==> src/rtl/hdmi_reconfig_sequencer_pkg.sv <==
// Shared definitions for the HDMI mode-change sequencer: mode codes, FSM states and
// the mode-code validity check also used by the video-config decoder.
package hdmi_reconfig_sequencer_pkg;

    localparam logic [6:0] MODE_1080P     = 7'h00;
    localparam logic [6:0] MODE_GRP0_LAST = 7'h0B;
    localparam logic [6:0] MODE_GRP1_0    = 7'h10;
    localparam logic [6:0] MODE_GRP2_0    = 7'h20;
    localparam logic [6:0] MODE_576I_0    = 7'h40;

    typedef enum logic [2:0] {
        StIdle,
        StDebounce,
        StBlank,
        StReconf,
        StLockWait,
        StRelease,
        StFail
    } seq_state_e;

    // Groups 1..3 each hold four codes, so only bits [6:2] need comparing.
    function automatic logic is_valid_mode(input logic [6:0] m);
        return (m <= MODE_GRP0_LAST) ||
               (m[6:2] == MODE_GRP1_0[6:2]) ||
               (m[6:2] == MODE_GRP2_0[6:2]) ||
               (m[6:2] == MODE_576I_0[6:2]);
    endfunction

endpackage

==> src/rtl/hdmi_reconfig_sequencer_if.sv <==
// Handshake between the mode-change sequencer and the pixel-PLL reconfiguration engine.
interface hdmi_reconfig_sequencer_if;

    logic       pll_reconf_start;
    logic [6:0] pll_reconf_mode;
    logic       pll_reconf_busy;
    logic       pll_locked;

    modport master (
        output pll_reconf_start,
        output pll_reconf_mode,
        input  pll_reconf_busy,
        input  pll_locked
    );

    modport slave (
        input  pll_reconf_start,
        input  pll_reconf_mode,
        output pll_reconf_busy,
        output pll_locked
    );

endinterface

==> src/rtl/hdmi_reconfig_timer.sv <==
// Loadable saturating cycle counter with terminal-count compare, shared by every
// sequencer state.
module hdmi_reconfig_timer #(
    parameter int unsigned CNT_W = 16
) (
    input  logic             clock,
    input  logic             reset,
    input  logic             clr_i,
    input  logic             en_i,
    input  logic             load_i,
    input  logic [CNT_W-1:0] load_val_i,
    input  logic [CNT_W-1:0] limit_i,
    output logic             tc_o
);

    logic [CNT_W-1:0] count_q, count_d;

    always_comb begin
        count_d = count_q;
        if (clr_i) begin
            count_d = '0;
        end else if (load_i) begin
            count_d = load_val_i;
        end else if (en_i && (count_q != '1)) begin
            count_d = count_q + CNT_W'(1);
        end
    end

    always_ff @(posedge clock) begin
        if (reset) begin
            count_q <= '0;
        end else begin
            count_q <= count_d;
        end
    end

    assign tc_o = (count_q == limit_i);

endmodule

==> src/rtl/hdmi_reconfig_sequencer.sv <==
// Sequences an HDMI mode change: debounce, blank, hold timing in reset, reconfigure the
// pixel PLL, qualify lock, then publish the new mode code.
module hdmi_reconfig_sequencer
    import hdmi_reconfig_sequencer_pkg::*;
#(
    parameter int unsigned DEBOUNCE_CYCLES = 16,
    parameter int unsigned BLANK_CYCLES    = 1024,
    parameter int unsigned RECONF_TIMEOUT  = 65535,
    parameter int unsigned LOCK_CYCLES     = 4096,
    parameter int unsigned SETTLE_CYCLES   = 256,
    parameter int unsigned MAX_RETRY       = 3,
    parameter int unsigned CNT_W           = 16
) (
    input  logic                       clock,
    input  logic                       reset,
    input  logic [7:0]                 mode_in,
    hdmi_reconfig_sequencer_if.master  pll_if,
    output logic                       video_reset,
    output logic                       video_blank,
    output logic [6:0]                 mode_out,
    output logic                       busy,
    output logic                       error
);

    localparam int unsigned RetryW = $clog2(MAX_RETRY + 1);
    localparam int unsigned WallW  = CNT_W + 2;

    localparam logic [CNT_W-1:0]  DEB_LIM    = CNT_W'(DEBOUNCE_CYCLES - 1);
    localparam logic [CNT_W-1:0]  BLANK_LIM  = CNT_W'(BLANK_CYCLES - 1);
    localparam logic [CNT_W-1:0]  RECONF_LIM = CNT_W'(RECONF_TIMEOUT);
    localparam logic [CNT_W-1:0]  LOCK_LIM   = CNT_W'(LOCK_CYCLES - 1);
    localparam logic [CNT_W-1:0]  SETTLE_LIM = CNT_W'(SETTLE_CYCLES - 1);
    localparam logic [WallW-1:0]  WALL_LIM   = WallW'(4 * LOCK_CYCLES - 1);
    localparam logic [RetryW-1:0] RETRY_LIM  = RetryW'(MAX_RETRY);

    seq_state_e        state_q, state_d;
    logic [6:0]        cand_q, cand_d;
    logic [6:0]        mode_out_q, mode_out_d;
    logic [6:0]        reconf_mode_q, reconf_mode_d;
    logic              start_q, start_d;
    logic              video_reset_q, video_reset_d;
    logic              video_blank_q, video_blank_d;
    logic              busy_q, busy_d;
    logic              error_q, error_d;
    logic [RetryW-1:0] retry_q, retry_d;
    logic              seen_q, seen_d;
    logic              fail_lock_q, fail_lock_d;
    logic [WallW-1:0]  wall_q, wall_d;

    logic              tmr_clr, tmr_en, tmr_tc;
    logic [CNT_W-1:0]  tmr_limit;
    logic [6:0]        mode_new;
    logic [RetryW-1:0] retry_inc;
    logic              start_ok;
    logic              unused_mode_msb;

    assign mode_new        = mode_in[6:0];
    assign unused_mode_msb = mode_in[7];
    assign retry_inc       = retry_q + RetryW'(1);
    // After giving up, the failed code must not immediately relaunch itself.
    assign start_ok = is_valid_mode(mode_new) && (mode_new != mode_out_q) &&
                      !(fail_lock_q && (mode_new == cand_q));

    hdmi_reconfig_timer #(
        .CNT_W (CNT_W)
    ) u_timer (
        .clock      (clock),
        .reset      (reset),
        .clr_i      (tmr_clr),
        .en_i       (tmr_en),
        .load_i     (1'b0),
        .load_val_i ('0),
        .limit_i    (tmr_limit),
        .tc_o       (tmr_tc)
    );

    always_comb begin
        state_d       = state_q;
        cand_d        = cand_q;
        mode_out_d    = mode_out_q;
        reconf_mode_d = reconf_mode_q;
        start_d       = 1'b0;
        video_reset_d = video_reset_q;
        video_blank_d = video_blank_q;
        busy_d        = busy_q;
        error_d       = error_q;
        retry_d       = retry_q;
        seen_d        = seen_q;
        fail_lock_d   = fail_lock_q;
        wall_d        = wall_q;
        tmr_clr       = 1'b0;
        tmr_en        = 1'b0;
        tmr_limit     = '1;

        case (state_q)
            StIdle: begin
                if (start_ok) begin
                    state_d     = StDebounce;
                    cand_d      = mode_new;
                    retry_d     = '0;
                    fail_lock_d = 1'b0;
                    tmr_clr     = 1'b1;
                end
            end
            StDebounce: begin
                tmr_limit = DEB_LIM;
                if (mode_new != cand_q) begin
                    cand_d  = mode_new;
                    tmr_clr = 1'b1;
                    if (!is_valid_mode(mode_new) || (mode_new == mode_out_q)) begin
                        state_d = StIdle;
                    end
                end else if (tmr_tc) begin
                    state_d       = StBlank;
                    tmr_clr       = 1'b1;
                    busy_d        = 1'b1;
                    video_blank_d = 1'b1;
                    video_reset_d = 1'b1;
                end else begin
                    tmr_en = 1'b1;
                end
            end
            StBlank: begin
                tmr_limit = BLANK_LIM;
                if (tmr_tc) begin
                    state_d       = StReconf;
                    tmr_clr       = 1'b1;
                    start_d       = 1'b1;
                    reconf_mode_d = cand_q;
                    seen_d        = 1'b0;
                end else begin
                    tmr_en = 1'b1;
                end
            end
            StReconf: begin
                tmr_limit = RECONF_LIM;
                if (pll_if.pll_reconf_busy) begin
                    seen_d = 1'b1;
                end
                if (seen_q && !pll_if.pll_reconf_busy) begin
                    state_d = StLockWait;
                    tmr_clr = 1'b1;
                    wall_d  = '0;
                end else if (tmr_tc) begin
                    state_d = StFail;
                end else begin
                    tmr_en = 1'b1;
                end
            end
            StLockWait: begin
                tmr_limit = LOCK_LIM;
                wall_d    = wall_q + WallW'(1);
                if (pll_if.pll_locked && tmr_tc) begin
                    state_d       = StRelease;
                    tmr_clr       = 1'b1;
                    video_reset_d = 1'b0;
                    mode_out_d    = cand_q;
                end else begin
                    // Only an unbroken run of lock cycles qualifies.
                    tmr_en  = pll_if.pll_locked;
                    tmr_clr = !pll_if.pll_locked;
                    if (wall_q == WALL_LIM) begin
                        state_d = StFail;
                    end
                end
            end
            StRelease: begin
                tmr_limit = SETTLE_LIM;
                if (tmr_tc) begin
                    state_d       = StIdle;
                    video_blank_d = 1'b0;
                    busy_d        = 1'b0;
                    retry_d       = '0;
                end else begin
                    tmr_en = 1'b1;
                end
            end
            StFail: begin
                tmr_clr = 1'b1;
                retry_d = retry_inc;
                if (retry_inc < RETRY_LIM) begin
                    state_d       = StReconf;
                    start_d       = 1'b1;
                    reconf_mode_d = cand_q;
                    seen_d        = 1'b0;
                end else begin
                    state_d     = StIdle;
                    error_d     = 1'b1;
                    busy_d      = 1'b0;
                    fail_lock_d = 1'b1;
                end
            end
            default: begin
                state_d = StIdle;
            end
        endcase
    end

    always_ff @(posedge clock) begin
        if (reset) begin
            state_q       <= StIdle;
            cand_q        <= MODE_1080P;
            mode_out_q    <= MODE_1080P;
            reconf_mode_q <= MODE_1080P;
            start_q       <= 1'b0;
            video_reset_q <= 1'b0;
            video_blank_q <= 1'b0;
            busy_q        <= 1'b0;
            error_q       <= 1'b0;
            retry_q       <= '0;
            seen_q        <= 1'b0;
            fail_lock_q   <= 1'b0;
            wall_q        <= '0;
        end else begin
            state_q       <= state_d;
            cand_q        <= cand_d;
            mode_out_q    <= mode_out_d;
            reconf_mode_q <= reconf_mode_d;
            start_q       <= start_d;
            video_reset_q <= video_reset_d;
            video_blank_q <= video_blank_d;
            busy_q        <= busy_d;
            error_q       <= error_d;
            retry_q       <= retry_d;
            seen_q        <= seen_d;
            fail_lock_q   <= fail_lock_d;
            wall_q        <= wall_d;
        end
    end

    assign pll_if.pll_reconf_start = start_q;
    assign pll_if.pll_reconf_mode  = reconf_mode_q;
    assign video_reset             = video_reset_q;
    assign video_blank             = video_blank_q;
    assign mode_out                = mode_out_q;
    assign busy                    = busy_q;
    assign error                   = error_q;

endmodule

==> src/flat_wrapper.sv <==
// flat-port wrapper written by rule: the top's interface ports become plain ports
module hdmi_reconfig_sequencer_flat import hdmi_reconfig_sequencer_pkg::*;
#(
    parameter int unsigned DEBOUNCE_CYCLES = 16,
    parameter int unsigned BLANK_CYCLES    = 1024,
    parameter int unsigned RECONF_TIMEOUT  = 65535,
    parameter int unsigned LOCK_CYCLES     = 4096,
    parameter int unsigned SETTLE_CYCLES   = 256,
    parameter int unsigned MAX_RETRY       = 3,
    parameter int unsigned CNT_W           = 16
)
  (clock, reset, mode_in, video_reset, video_blank, mode_out, busy, error, pll_if_pll_reconf_start, pll_if_pll_reconf_mode, pll_if_pll_reconf_busy, pll_if_pll_locked);
  hdmi_reconfig_sequencer_if pll_if_i ();
  input  logic clock;
  input  logic reset;
  input  logic [7:0] mode_in;
  output logic video_reset;
  output logic video_blank;
  output logic [6:0] mode_out;
  output logic busy;
  output logic error;
  output wire logic [$bits(pll_if_i.pll_reconf_start)-1:0] pll_if_pll_reconf_start;
  output wire logic [$bits(pll_if_i.pll_reconf_mode)-1:0] pll_if_pll_reconf_mode;
  input wire logic [$bits(pll_if_i.pll_reconf_busy)-1:0] pll_if_pll_reconf_busy;
  input wire logic [$bits(pll_if_i.pll_locked)-1:0] pll_if_pll_locked;
  assign pll_if_pll_reconf_start = pll_if_i.pll_reconf_start;
  assign pll_if_pll_reconf_mode = pll_if_i.pll_reconf_mode;
  assign pll_if_i.pll_reconf_busy = pll_if_pll_reconf_busy;
  assign pll_if_i.pll_locked = pll_if_pll_locked;
  hdmi_reconfig_sequencer #(.DEBOUNCE_CYCLES(DEBOUNCE_CYCLES), .BLANK_CYCLES(BLANK_CYCLES), .RECONF_TIMEOUT(RECONF_TIMEOUT), .LOCK_CYCLES(LOCK_CYCLES), .SETTLE_CYCLES(SETTLE_CYCLES), .MAX_RETRY(MAX_RETRY), .CNT_W(CNT_W)) u_core (.clock(clock), .reset(reset), .mode_in(mode_in), .pll_if(pll_if_i), .video_reset(video_reset), .video_blank(video_blank), .mode_out(mode_out), .busy(busy), .error(error));
endmodule
==> config.mk <==
export PLATFORM = sky130hd
export DESIGN_NAME = hdmi_reconfig_sequencer_flat
export DESIGN_NICKNAME = d
export VERILOG_FILES = /design/src/rtl/hdmi_reconfig_sequencer_pkg.sv /design/src/rtl/hdmi_reconfig_sequencer_if.sv /design/src/rtl/hdmi_reconfig_timer.sv /design/src/rtl/hdmi_reconfig_sequencer.sv /design/src/flat_wrapper.sv
export SDC_FILE = /design/constraint.sdc
export NUM_CORES = 1
export LEC_CHECK = 0
export BUFFER_PORTS_ARGS = -buffer_cell sky130_fd_sc_hd__buf_2
export CORE_MARGIN = 4
export CORE_UTILIZATION = 24
export DETAILED_ROUTE_END_ITERATION = 8
export SETUP_SLACK_MARGIN = 0.15
export SLEW_MARGIN = 10
export SYNTH_ARGS = -nofsm -noshare
export SYNTH_HDL_FRONTEND = slang
export SYNTH_SLANG_ARGS = --single-unit
==> constraint.sdc <==
create_clock -name clock -period 2.1 [get_ports clock]
set_input_delay 0.21 -clock clock [delete_from_list [all_inputs] [get_ports clock]]
set_output_delay 0.21 -clock clock [all_outputs]
set_load 0.05 [all_outputs]
==> qor.yml <==
violations: "setup timing"
start_util_pct: 24.8
finalCritPeriodShare_pct: 103
syn_nets: 439
path_max_fanout: 6
maxCapViolations: 0
track_usage_pct: 10.9
drv_slew: 0
dieWidth_um: 132
setup_slack_ns: -0.0633
hpwlAfterDp_um: 6880
critical-path-top-delay-family: "simple AND/OR/NAND/NOR gates"
synthCells: 424
core_area_mm2: 0.0148
ir_worst_vdd_uv: 632
gp_congestion: 0.879
yosysSeqAreaShare_pct: 36.6
ys.flop_type: "dfxtp_1"
leakagePower_nw: 1.95
required_ns: 2.36
dp.cells: 669
min_path_type: "input port to flop"
ys_ff_latch: 67
die_h_um: 132
wl_um: 9400
syn_avg_cell_area_um2: 8.64
place_area_mm2: 0.00448
numCtsBuffers: 9
clock_path_buffers: 2
h-tree-depth: 3
crit_top_cell: "buf_4"
grt-ovfl-total: 0
crit_path_end_kind: "flop"
area_delta_synth_final_pct: 35.0
synth-async-reset-ratio_pct: 0
grt_max_degree: 30
cts_tree: "yes"
synth-edff-count: 0
grt_pass1_vias: 3384
finalCriticalPeriod_ns: 2.16
syn_area_mm2: 0.00366
tightest_slew_ns: 0.595
grt_setup_unrepaired: "yes"
status: "finished with violations"
vias_per_cell: 5.01
critPathArrivalTime_ns: 2.43
grt_pass1_wl_um: 15900
antenna_found_initial: 0
final_cell_area_mm2: 0.00495
synth_top_cell_area_share_pct: 36.6
drc: 0
p_per_area_mw_per_mm2: 621
yosysUniqueCellTypes: 62
hold_viol_final: 0
portBuffers: 29
synth_area_leader_cell: "dfxtp_1"
cp_slowest_cell: "or4_4"
path_class: "flop to flop"
fin_cells: 692
cp_cell_sequence: "buf_4, or3b_4, or4_4, buf_4, buf_4, or2_2, a21oi_1"
vias: 3464
fmax_mhz: 462
cts.clk_slew.worst_paths_ns: 0.06
final_layout_size_suffix_gt1_share_pct: 31.7
clock_latency_ns: 0.34
wl_per_cell_um: 13.6
setup_violations: 23
utilization_pct: 33.5
netlist_top_cells_area: "dfxtp_1, mux2i_1, nor2_1"
skew_ns: 0.00876
drt_first_pass_iters: 4
rows: 44
die_area_mm2: 0.0173
final_nets: 519
max_stage_delay_ns: 0.46
cts.sinks: 67
clockRootBuffer: "clkbuf_16"
diodes: 0
antenna_left: 0
slew_headroom_pct: 60.3
start_kind: "flop"
cp.buffers_inverters: 3
final.fill_count: 1526
io-pin-count: 31
dr.first_iter.drc_count: 255
ys_warn_count: 0
-- path summary, 6_finish.rpt --
kind         depth (start not counted)                            start                              end  slack, ns
min reg2reg                          1  u_core.video_blank$_SDFFE_PP0P_  u_core.video_blank$_SDFFE_PP0P_       0.46
max reg2reg                          7   u_core.state_q[1]$_SDFFE_PP0P_    u_core.wall_q[7]$_SDFFE_PP0P_      -0.06
max                                  7   u_core.state_q[1]$_SDFFE_PP0P_    u_core.wall_q[7]$_SDFFE_PP0P_      -0.06
min                                  3                       mode_in[0]    u_core.cand_q[0]$_SDFFE_PP0P_       0.17
-- worst register-to-register path, delay by kind of cell (launching register included) --
family          cells  cell delay, ns
buf+inv             3            0.46
compound gates      1            0.14
flops               1            0.35
simple gates        3            1.14
-- repair_timing --
action / 4_1_cts / 5_1_grt
pin swaps: 3 / 4
gates resized for setup: 11 / 16
hold buffers: 0 / 0
setup buffers: 2 / 6
hold endpoints to repair: 0 / 0
setup endpoints to repair: 48 / 55
-- layer usage --
metal	GRT usage, %	vias to the layer above	routed length (um)
met1	13.0	1653	4230
met2	18.7	69	4630
met4	3.91	0	128
met5	0	-	0
li1	-	1732	-
met3	3.36	10	413
-- through the flow --
| step | setup TNS (ns) | total power, mW | setup WS [ns] | hold slack, ns |
|---|---|---|---|---|
| floorplan | -0.278 | 1.47 | -0.0289 | 0.354 |
| global placement | -0.000243 | 1.58 | -0.000243 | 0.450 |
| detailed placement | -0.552 | 1.59 | -0.0587 | 0.454 |
| CTS | -0.555 | 3.11 | -0.0521 | 0.154 |
| global route | -3.93 | 3.19 | -0.146 | 0.201 |
| finish | -0.592 | 3.07 | -0.0633 | 0.167 |
-- logic make-up (layout without fill, tap and decap cells) --
family                   count (synthesis)  after routing  synth area share [%]
AND/OR/NAND/NOR                        193            193                  29.0
AO/OA/AOI/OAI                           92             92                  18.2
flip-flops                              67             67                  36.6
multiplexers                            29             29                  8.13
buffers and inverters                   23            107                  2.97
XOR/XNOR                                16             16                  3.82
adder cells (fa/ha/maj)                  4              4                  1.30
-- cell type report --
type / count / area (um^2) / area share, %
Timing Repair Buffer: 91 / 697 / 14.1
Clock buffer: 11 / 243 / 4.91
Inverter: 1 / 3.75 / 0.0759
Sequential cell: 67 / 1360 / 27.4
Multi-Input combinational cell: 334 / 2370 / 47.9
Tap cell: 184 / 230 / 4.65
Clock inverter: 4 / 51.3 / 1.04
-- sequential cells by signal, indices dropped and copies added (netlist names) --
register / cells
u_core.pll_if.pll_reconf_start: 1
u_core.cand_q: 7
u_core.busy: 1
u_core.state_q: 3
u_core.fail_lock_q: 1
u_core.u_timer.count_q: 16
u_core.seen_q: 1
u_core.mode_out: 7
u_core.wall_q: 18
u_core.error: 1
u_core.video_reset: 1
u_core.retry_q: 2
u_core.video_blank: 1
u_core.pll_if.pll_reconf_mode: 7
-- Yosys cell counts, drive strengths merged, types with 12 or more instances --
library cell,n
nand2,34
nor2,51
o21ai,12
xor2,15
nand4,12
nand3,16
nand2b,21
a21oi,31
clkbuf,16
mux2i,23
dfxtp,67
-- cells in the final DEF, fill, tap and decap left out, types with 3 or more instances in the layout --
cell type and n:
nand3_1 15, or4b_1 3, dfxtp_2 11, o211ai_1 4, clkbuf_16 9, nor2_1 51, nand2b_1 19, mux2i_1 23
o41ai_1 3, nor2b_1 4, o211a_1 3, dfxtp_1 56, a21o_1 4, a31oi_1 3, nand3b_1 5, a21oi_1 26
and3_1 4, buf_6 3, o21ai_0 11, o31ai_1 8, a311oi_1 5, a21oi_2 5, nand4_1 11, buf_4 53
or4_1 8, or2_2 3, buf_2 29, ha_1 3, buf_12 6, nor4_1 5, xor2_1 15, or3_1 3
nor3_1 6, nand2_1 30, mux2_2 5
-- power breakdown --
group          internal, mW  leakage, nW  switching, mW  total [mW]
combinational         0.128         1.26          0.142       0.270
clock                 0.944        0.142          0.555        1.50
sequential             1.29        0.546         0.0134        1.30
Power figures use the tool's default switching activity.
